==> src/rtl/encode_fifo.sv <==
// rtl/encode_fifo.sv - registered 4-to-2 priority encoder with valid/ready FIFO buffering
//
// Purpose: encodes one-hot lines d0..d3 (d3 highest priority) into {a,b} and
// queues each non-zero sample in a DEPTH-entry FIFO. All-zero samples are
// accepted but not stored; they bump a saturating drop counter instead.
//
// Optional feature macro: ENCODE_ONEHOT_CHECK_EN
//   defined   : entries carry an err bit set for multi-hot samples
//   undefined : err is tied to 0 and entries hold {a,b} only
//
// Ports:
//   clk        in   clock, rising edge
//   rst_n      in   asynchronous active-low reset
//   d0..d3     in   sample lines
//   in_valid   in   sample present on d0..d3
//   in_ready   out  a sample can be accepted this cycle
//   a, b       out  encoded index at the FIFO head (0 when empty)
//   err        out  head entry came from a multi-hot sample (0 when empty)
//   out_valid  out  FIFO head holds an entry
//   out_ready  in   consumer takes the head entry this cycle
//   drop_cnt   out  saturating count of accepted all-zero samples

module encode_fifo #(
    parameter int DEPTH = 2,
    parameter int CNT_W = 4
) (
    input  logic             clk,
    input  logic             rst_n,
    input  logic             d0,
    input  logic             d1,
    input  logic             d2,
    input  logic             d3,
    input  logic             in_valid,
    output logic             in_ready,
    output logic             a,
    output logic             b,
    output logic             err,
    output logic             out_valid,
    input  logic             out_ready,
    output logic [CNT_W-1:0] drop_cnt
);

    localparam int AW = $clog2(DEPTH);
    localparam int CW = AW + 1;
`ifdef ENCODE_ONEHOT_CHECK_EN
    localparam int EW = 3;
`else
    localparam int EW = 2;
`endif

    logic [EW-1:0] mem [DEPTH];
    logic [AW-1:0] wr_ptr;
    logic [AW-1:0] rd_ptr;
    logic [CW-1:0] count;

    logic          any_set;
    logic          accept;
    logic          push;
    logic          pop;
    logic [1:0]    code;
    logic [EW-1:0] wr_entry;
    logic [EW-1:0] head;

    always_comb begin
        code = 2'b00;
        if (d3)      code = 2'b11;
        else if (d2) code = 2'b10;
        else if (d1) code = 2'b01;
    end

    assign any_set = d0 | d1 | d2 | d3;

`ifdef ENCODE_ONEHOT_CHECK_EN
    logic multi_hot;
    assign multi_hot = (3'(d0) + 3'(d1) + 3'(d2) + 3'(d3)) >= 3'd2;
    assign wr_entry  = {code, multi_hot};
`else
    assign wr_entry  = code;
`endif

    // in_ready looks only at the count, so out_ready never reaches it combinationally.
    assign in_ready  = (count != CW'(DEPTH));
    assign out_valid = (count != '0);
    assign accept    = in_valid & in_ready;
    assign push      = accept & any_set;
    assign pop       = out_valid & out_ready;

    // Head is read combinationally; masking with out_valid forces zeros when empty.
    assign head = mem[rd_ptr];
    assign a    = out_valid & head[EW-1];
    assign b    = out_valid & head[EW-2];
`ifdef ENCODE_ONEHOT_CHECK_EN
    assign err  = out_valid & head[0];
`else
    assign err  = 1'b0;
`endif

    always_ff @(posedge clk or negedge rst_n) begin
        if (!rst_n) begin
            wr_ptr   <= '0;
            rd_ptr   <= '0;
            count    <= '0;
            drop_cnt <= '0;
        end else begin
            // DEPTH is a power of two, so natural pointer overflow is the wrap.
            if (push) wr_ptr <= wr_ptr + AW'(1);
            if (pop)  rd_ptr <= rd_ptr + AW'(1);
            case ({push, pop})
                2'b10:   count <= count + CW'(1);
                2'b01:   count <= count - CW'(1);
                default: count <= count;
            endcase
            if (accept && !any_set && (drop_cnt != '1))
                drop_cnt <= drop_cnt + CNT_W'(1);
        end
    end

    // Storage needs no reset: nothing is visible until count says it is valid.
    always_ff @(posedge clk) begin
        if (push) mem[wr_ptr] <= wr_entry;
    end

endmodule
==> config.mk <==
export PLATFORM = sky130hd
export DESIGN_NAME = encode_fifo
export DESIGN_NICKNAME = d
export VERILOG_FILES = /design/src/rtl/encode_fifo.sv
export SDC_FILE = /design/constraint.sdc
export NUM_CORES = 1
export LEC_CHECK = 0
export CORE_UTILIZATION = 44
export CTS_CLUSTER_DIAMETER = 200
export DETAILED_ROUTE_END_ITERATION = 16
export PLACE_DENSITY = 0.74
export SLEW_MARGIN = 20
export SYNTH_ARGS = -nofsm -noshare
export SYNTH_HDL_FRONTEND = slang
export SYNTH_SLANG_ARGS = --single-unit
==> constraint.sdc <==
create_clock -name clk -period 2 [get_ports clk]
set_clock_uncertainty 0.05 [all_clocks]
set_input_delay 0.4 -clock clk [delete_from_list [all_inputs] [get_ports clk]]
set_output_delay 0.4 -clock clk [all_outputs]
set_load 0.005 [all_outputs]
==> impl_metrics.ini, run 1 <==
[outcome]
status = finished clean

[grt]
grt_pass1_vias = 377
grt_pass1_wl_um = 1540
grt_usage_pct = 16.1
grt_max_degree = 9
grt_remaining_overflow = 0
antenna_found_initial = 0

[placed_design]
dpl.hpwl_um = 766
place_area_um2 = 779
gp_congestion = 0.652
io_buffers = 15
place_inst = 79

[worst_setup_path]
r2r_slack_ns = 0.50
crit_family = buffers and inverters
worstPathCellList = nand2b_2, clkdlybuf4s50_1
slowest_stage = clkdlybuf4s50_1
critical_path_required_ns = 1.55
path_max_fanout = 5
crit_type = register to output pin
critPathBufInv = 1
crit_path_end_kind = output pin
cp-start-kind = register
cp.arrival_ns = 1.42
critPathMaxStageDelay_ns = 0.51

[floorplan]
ios = 17
start_util_pct = 50.9
die_w_um = 39.1
std_cell_rows = 12
core_um2 = 1190
die_area_um2 = 1530
die_h_um = 39.1

[yosys]
yosys.cell_types.count = 22
yosysWarnings = 0
ys_ff_latch = 12
syn_area_per_cell_um2 = 12.3
ys_seq_area_share_pct = 53.0
synth_area_um2 = 604
synthesis.instances = 49
syn_nets = 59

[layout]
drive_gt1_share_pct = 20.3
design_area_um2 = 821
syn_to_final_growth_pct = 35.8
diodes = 0
final_cells = 83
final_nets = 80

[routing]
drt-total-wl_um = 964
wl_per_cell_um = 11.6
viasPerCell = 5.01
drc = 0
first_iter_violations = 8
num_vias = 416
ant_nets = 0
drtPass1Iterations = 4

[min_path]
hp-class = input pin to async pin

[timing]
finalSetupViolations = 0
period_share_pct = 93.3
min_period_ns = 1.87
report.final.slew_viol_count = 0
rsz0062_at_grt = no
max_freq_ghz = 0.536
finalHoldViolCount = 0

[power_and_ir_drop]
ir_drop_mv = 0.737
powerDensity_nw_per_um2 = 1270
leakagePower_nw = 0.348
power.total_w = 0.00105

[cts]
htreeDepth = 1
clock_path_buffers = 2
cts-root-buf = clkbuf_4
clk-insertion-delay-late_ns = 0.26
path_clk_slew_ns = 0.07
cts.sinks = 12
numCtsBuffers = 3
postCtsSetupBuffers = 0
cts_tree = built

[run]
max_cap_violations = 0
## sequential cells by signal, summed over array words and instances (netlist names)
signal,cells
count,2
drop_cnt,4
mem,4
rd_ptr,1
wr_ptr,1
## kinds of logic (layout without fill, tap and decap cells)
family	after synthesis	after routing	synth area share, %
XOR/XNOR	6	6	8.70
buffers and inverters	4	24	3.11
flip-flops	12	12	53.0
other	1	1	0.621
AO/OA/AOI/OAI	1	1	1.24
adder cells (fa/ha/maj)	2	2	4.14
multiplexers	5	5	9.52
AND/OR/NAND/NOR	18	18	19.7
## routing by layer
| metal | part of all wire, % | wire [µm] | track usage, % |
|---|---|---|---|
| met3 | 5.3 | 51 | 3.47 |
| met1 | 39 | 377 | 17.6 |
| met5 | 0 | 0 | 0 |
| met4 | 1.5 | 14 | 10.3 |
| met2 | 54 | 521 | 27.5 |
## synth_stat cells
library cell | number | area share [%]
a21o_1 | 1 | 1.2
and3_1 | 1 | 1.0
buf_4 | 1 | 1.2
conb_1 | 1 | 0.62
dfrtp_1 | 8 | 33
edfxtp_1 | 4 | 20
ha_1 | 2 | 4.1
inv_1 | 3 | 1.9
mux2_2 | 2 | 3.7
mux2_4 | 1 | 2.5
mux2i_1 | 2 | 3.3
nand2b_1 | 3 | 3.1
nand3_1 | 1 | 0.83
nand3b_1 | 1 | 1.2
nand4_1 | 2 | 2.1
nand4_2 | 1 | 2.1
nor2_1 | 6 | 3.7
nor2b_1 | 1 | 1.0
nor4_4 | 1 | 3.5
or2_2 | 1 | 1.0
xnor2_1 | 4 | 5.8
xor2_1 | 2 | 2.9
## placed cells by master (no fill, tap or decap), types with 3 or more instances in the layout
master / synthesis / routed
clkbuf_4: 0 / 3
clkdlybuf4s50_1: 0 / 15
xnor2_1: 4 / 4
inv_1: 3 / 3
nor2_1: 6 / 5
dfrtp_1: 8 / 8
edfxtp_1: 4 / 4
## per-stage QoR
step	setup TNS [ns]	utilization, %	setup slack [ns]	hold slack, ns
final	0	69.2	0.135	0.360
after global placement	0	65.7	0.0390	0.435
after global routing	0	69.2	0.0354	0.381
after CTS	0	68.8	0.0734	0.376
after detailed placement	-0.00141	65.7	-0.00141	0.438
after floorplan	0	-	0.412	0.0544
## what timing repair did
item                       CTS  global route
hold buffers                 0             0
resized for setup            0             2
setup endpoints to repair    0             3
## path summary, 6_finish.rpt
kind                          start           to  depth (start not counted)
min in group clk             wr_ptr       wr_ptr                          1
max reg2reg                count[0]     count[1]                          5
max in group asynchronous     rst_n  drop_cnt[0]                          1
min                           rst_n       rd_ptr                          1
min reg2reg                  wr_ptr       wr_ptr                          1
max                        count[0]     in_ready                          2
## layout make-up
type / count / area (µm²)
well taps: 14 / 17.5
fillers: 92 / 365
multi-input cells: 33 / 270
clock buffers: 4 / 36.3
flip-flops and latches: 12 / 320
inverters: 3 / 11.3
repair buffers: 17 / 165
## report_power, final
group / internal, W / leakage (nW) / total (W) / switching, W
clock network: 0.000110 / 0.0210 / 0.000188 / 0.0000775
logic: 0.000272 / 0.192 / 0.000429 / 0.000157
registers: 0.000345 / 0.135 / 0.000430 / 0.0000851
total: 0.000727 / 0.348 / 0.00105 / 0.000319
(Power assumes the default switching activity.)
==> run 2: changes to the inputs <==
--- a/config.mk
+++ b/config.mk
@@ -5,6 +5,7 @@
 export SDC_FILE = /design/constraint.sdc
 export NUM_CORES = 1
 export LEC_CHECK = 0
+export CORE_MARGIN = 10
 export CORE_UTILIZATION = 44
 export CTS_CLUSTER_DIAMETER = 200
 export DETAILED_ROUTE_END_ITERATION = 16
==> run 2 against run 1 <==
  * Fmax barely moved
  * Utilization fell by 6.8 points
  * Critical path depth is the same
  * Non-clock buffer count unchanged
  * Highest routed layer unchanged
==> impl_metrics.ini, run 2 (synthesis gave the netlist of run 1 again) <==
[worst_setup_path]
path_max_fanout = 5
critical_path_required_ns = 1.55
crit_path_start = count[0]
slowest_stage = clkdlybuf4s50_1
r2r_start = count[0]
critPathMaxStageDelay_ns = 0.52
cp.arrival_ns = 1.41
worstPathCellList = nand2b_2, clkdlybuf4s50_1
crit_type = register to output pin
crit_path_end_kind = output pin
cp-start-kind = register

[floorplan]
ios = 17
start_util_pct = 46.4
core_um2 = 1300
die_h_um = 57.1
std_cell_rows = 13
die_w_um = 57.1
die_area_um2 = 3260

[power_and_ir_drop]
leakagePower_nw = 0.342
ir_drop_mv = 0.868
powerDensity_nw_per_um2 = 1250

[cts]
cts_tree = built
cts-root-buf = clkbuf_4
cts_hold_buf = 0
clk-insertion-delay-late_ns = 0.27
clock_path_buffers = 2
path_clk_slew_ns = 0.07
htreeDepth = 1
cts.sinks = 12
numCtsBuffers = 3

[run]
max_cap_violations = 0

[layout]
design_area_um2 = 812
drive_gt1_share_pct = 18.8
most-common-layout-cells = clkdlybuf4s50_1 (15), dfrtp_1 (8), nor2_1 (5)
syn_to_final_growth_pct = 34.4
final_nets = 80
layout_commonest_cell = clkdlybuf4s50_1
top_regs = drop_cnt x4, mem x4, count x2
diodes = 0

[timing]
period_share_pct = 93.2
setup_ws_ns = 0.136
rsz0062_at_grt = no
finalSetupViolations = 0
finalHoldViolCount = 0
report.final.slew_viol_count = 0
min_period_ns = 1.86
max_freq_ghz = 0.537

[placed_design]
dpl.hpwl_um = 886
io_buffers = 15
place_area_um2 = 781
pre_cts_slack_ns = -0.0159
gp_congestion = 0.631

[grt]
grt_pass1_vias = 462
antenna_found_initial = 0
grt_pass1_wl_um = 1810
grt_usage_pct = 6.91
grt_max_degree = 9
grt_remaining_overflow = 0

[routing]
drtPass1Iterations = 2
first_iter_violations = 4
wl_per_cell_um = 13.1
ant_nets = 0
drt-total-wl_um = 1100
num_vias = 405
drc = 0
viasPerCell = 4.82

[min_path]
hp-class = input pin to async pin

[outcome]
status = finished clean
-- run 2: changes by cell type in the layout (fill, tap and decap cells not counted) --
cell      before  now
clkbuf_8       1    0
clkbuf_1       0    1
-- run 2: worst paths after layout --
| path | end | slack [ns] | cells past startpoint |
|---|---|---|---|
| worst max-delay path | in_ready | 0.14 | 2 |
| max in group asynchronous | wr_ptr | 1.28 | 1 |
| worst min-delay path | drop_cnt[3] | 0.36 | 1 |
| min in group clk | wr_ptr | 0.45 | 1 |
| worst max register to register | count[1] | 0.52 | 5 |
| worst min register to register | wr_ptr | 0.45 | 1 |
-- run 2: final cells by class --
class | instances | area [µm²]
multi-input cells | 33 | 270
fillers | 113 | 489
flip-flops and latches | 12 | 320
repair buffers | 17 | 165
inverters | 3 | 11.3
well taps | 15 | 18.8
clock buffers | 4 | 26.3
-- run 2: worst max-delay path, delay by kind of cell, from the launching register on --
family / cells / cell delay, ns
flip-flops: 1 / 0.43
buffers and inverters: 1 / 0.52
AND/OR/NAND/NOR: 1 / 0.21
-- run 2: routing by layer --
| layer | track usage, % | wire length (µm) | vias up | part of all wire [%] |
|---|---|---|---|---|
| met1 | 6.38 | 474 | 181 | 43 |
| met2 | 11.5 | 504 | 13 | 46 |
| met4 | 5.03 | 27 | 0 | 2.5 |
| met5 | 0 | 0 | - | 0 |
| met3 | 3.54 | 94 | 4 | 8.5 |
| li1 | - | - | 207 | - |
-- run 2: metrics by stage --
| step | hold WS [ns] | util [%] | std cells | power, W | TNS (ns) |
|---|---|---|---|---|---|
| after floorplan | 0.0544 | - | 49 | 0.000649 | 0 |
| after global placement | 0.435 | 60.0 | 80 | 0.000858 | 0 |
| after detailed placement | 0.439 | 60.0 | 80 | 0.000868 | -0.0159 |
| after CTS | 0.369 | 62.0 | 84 | 0.00102 | 0 |
| after global routing | 0.381 | 62.4 | 84 | 0.00110 | 0 |
| final | 0.355 | 62.4 | 84 | 0.00101 | 0 |
-- run 2: where the power goes --
part,switching [W],internal [W]
logic,0.000161,0.000272
registers,0.0000861,0.000345
clock network,0.0000738,0.0000771
-- run 2: timing repair --
action | 4_1_cts | 5_1_grt
buffers inserted | 0 | 0
setup endpoints to repair | 0 | 3
gates resized for setup | 0 | 2
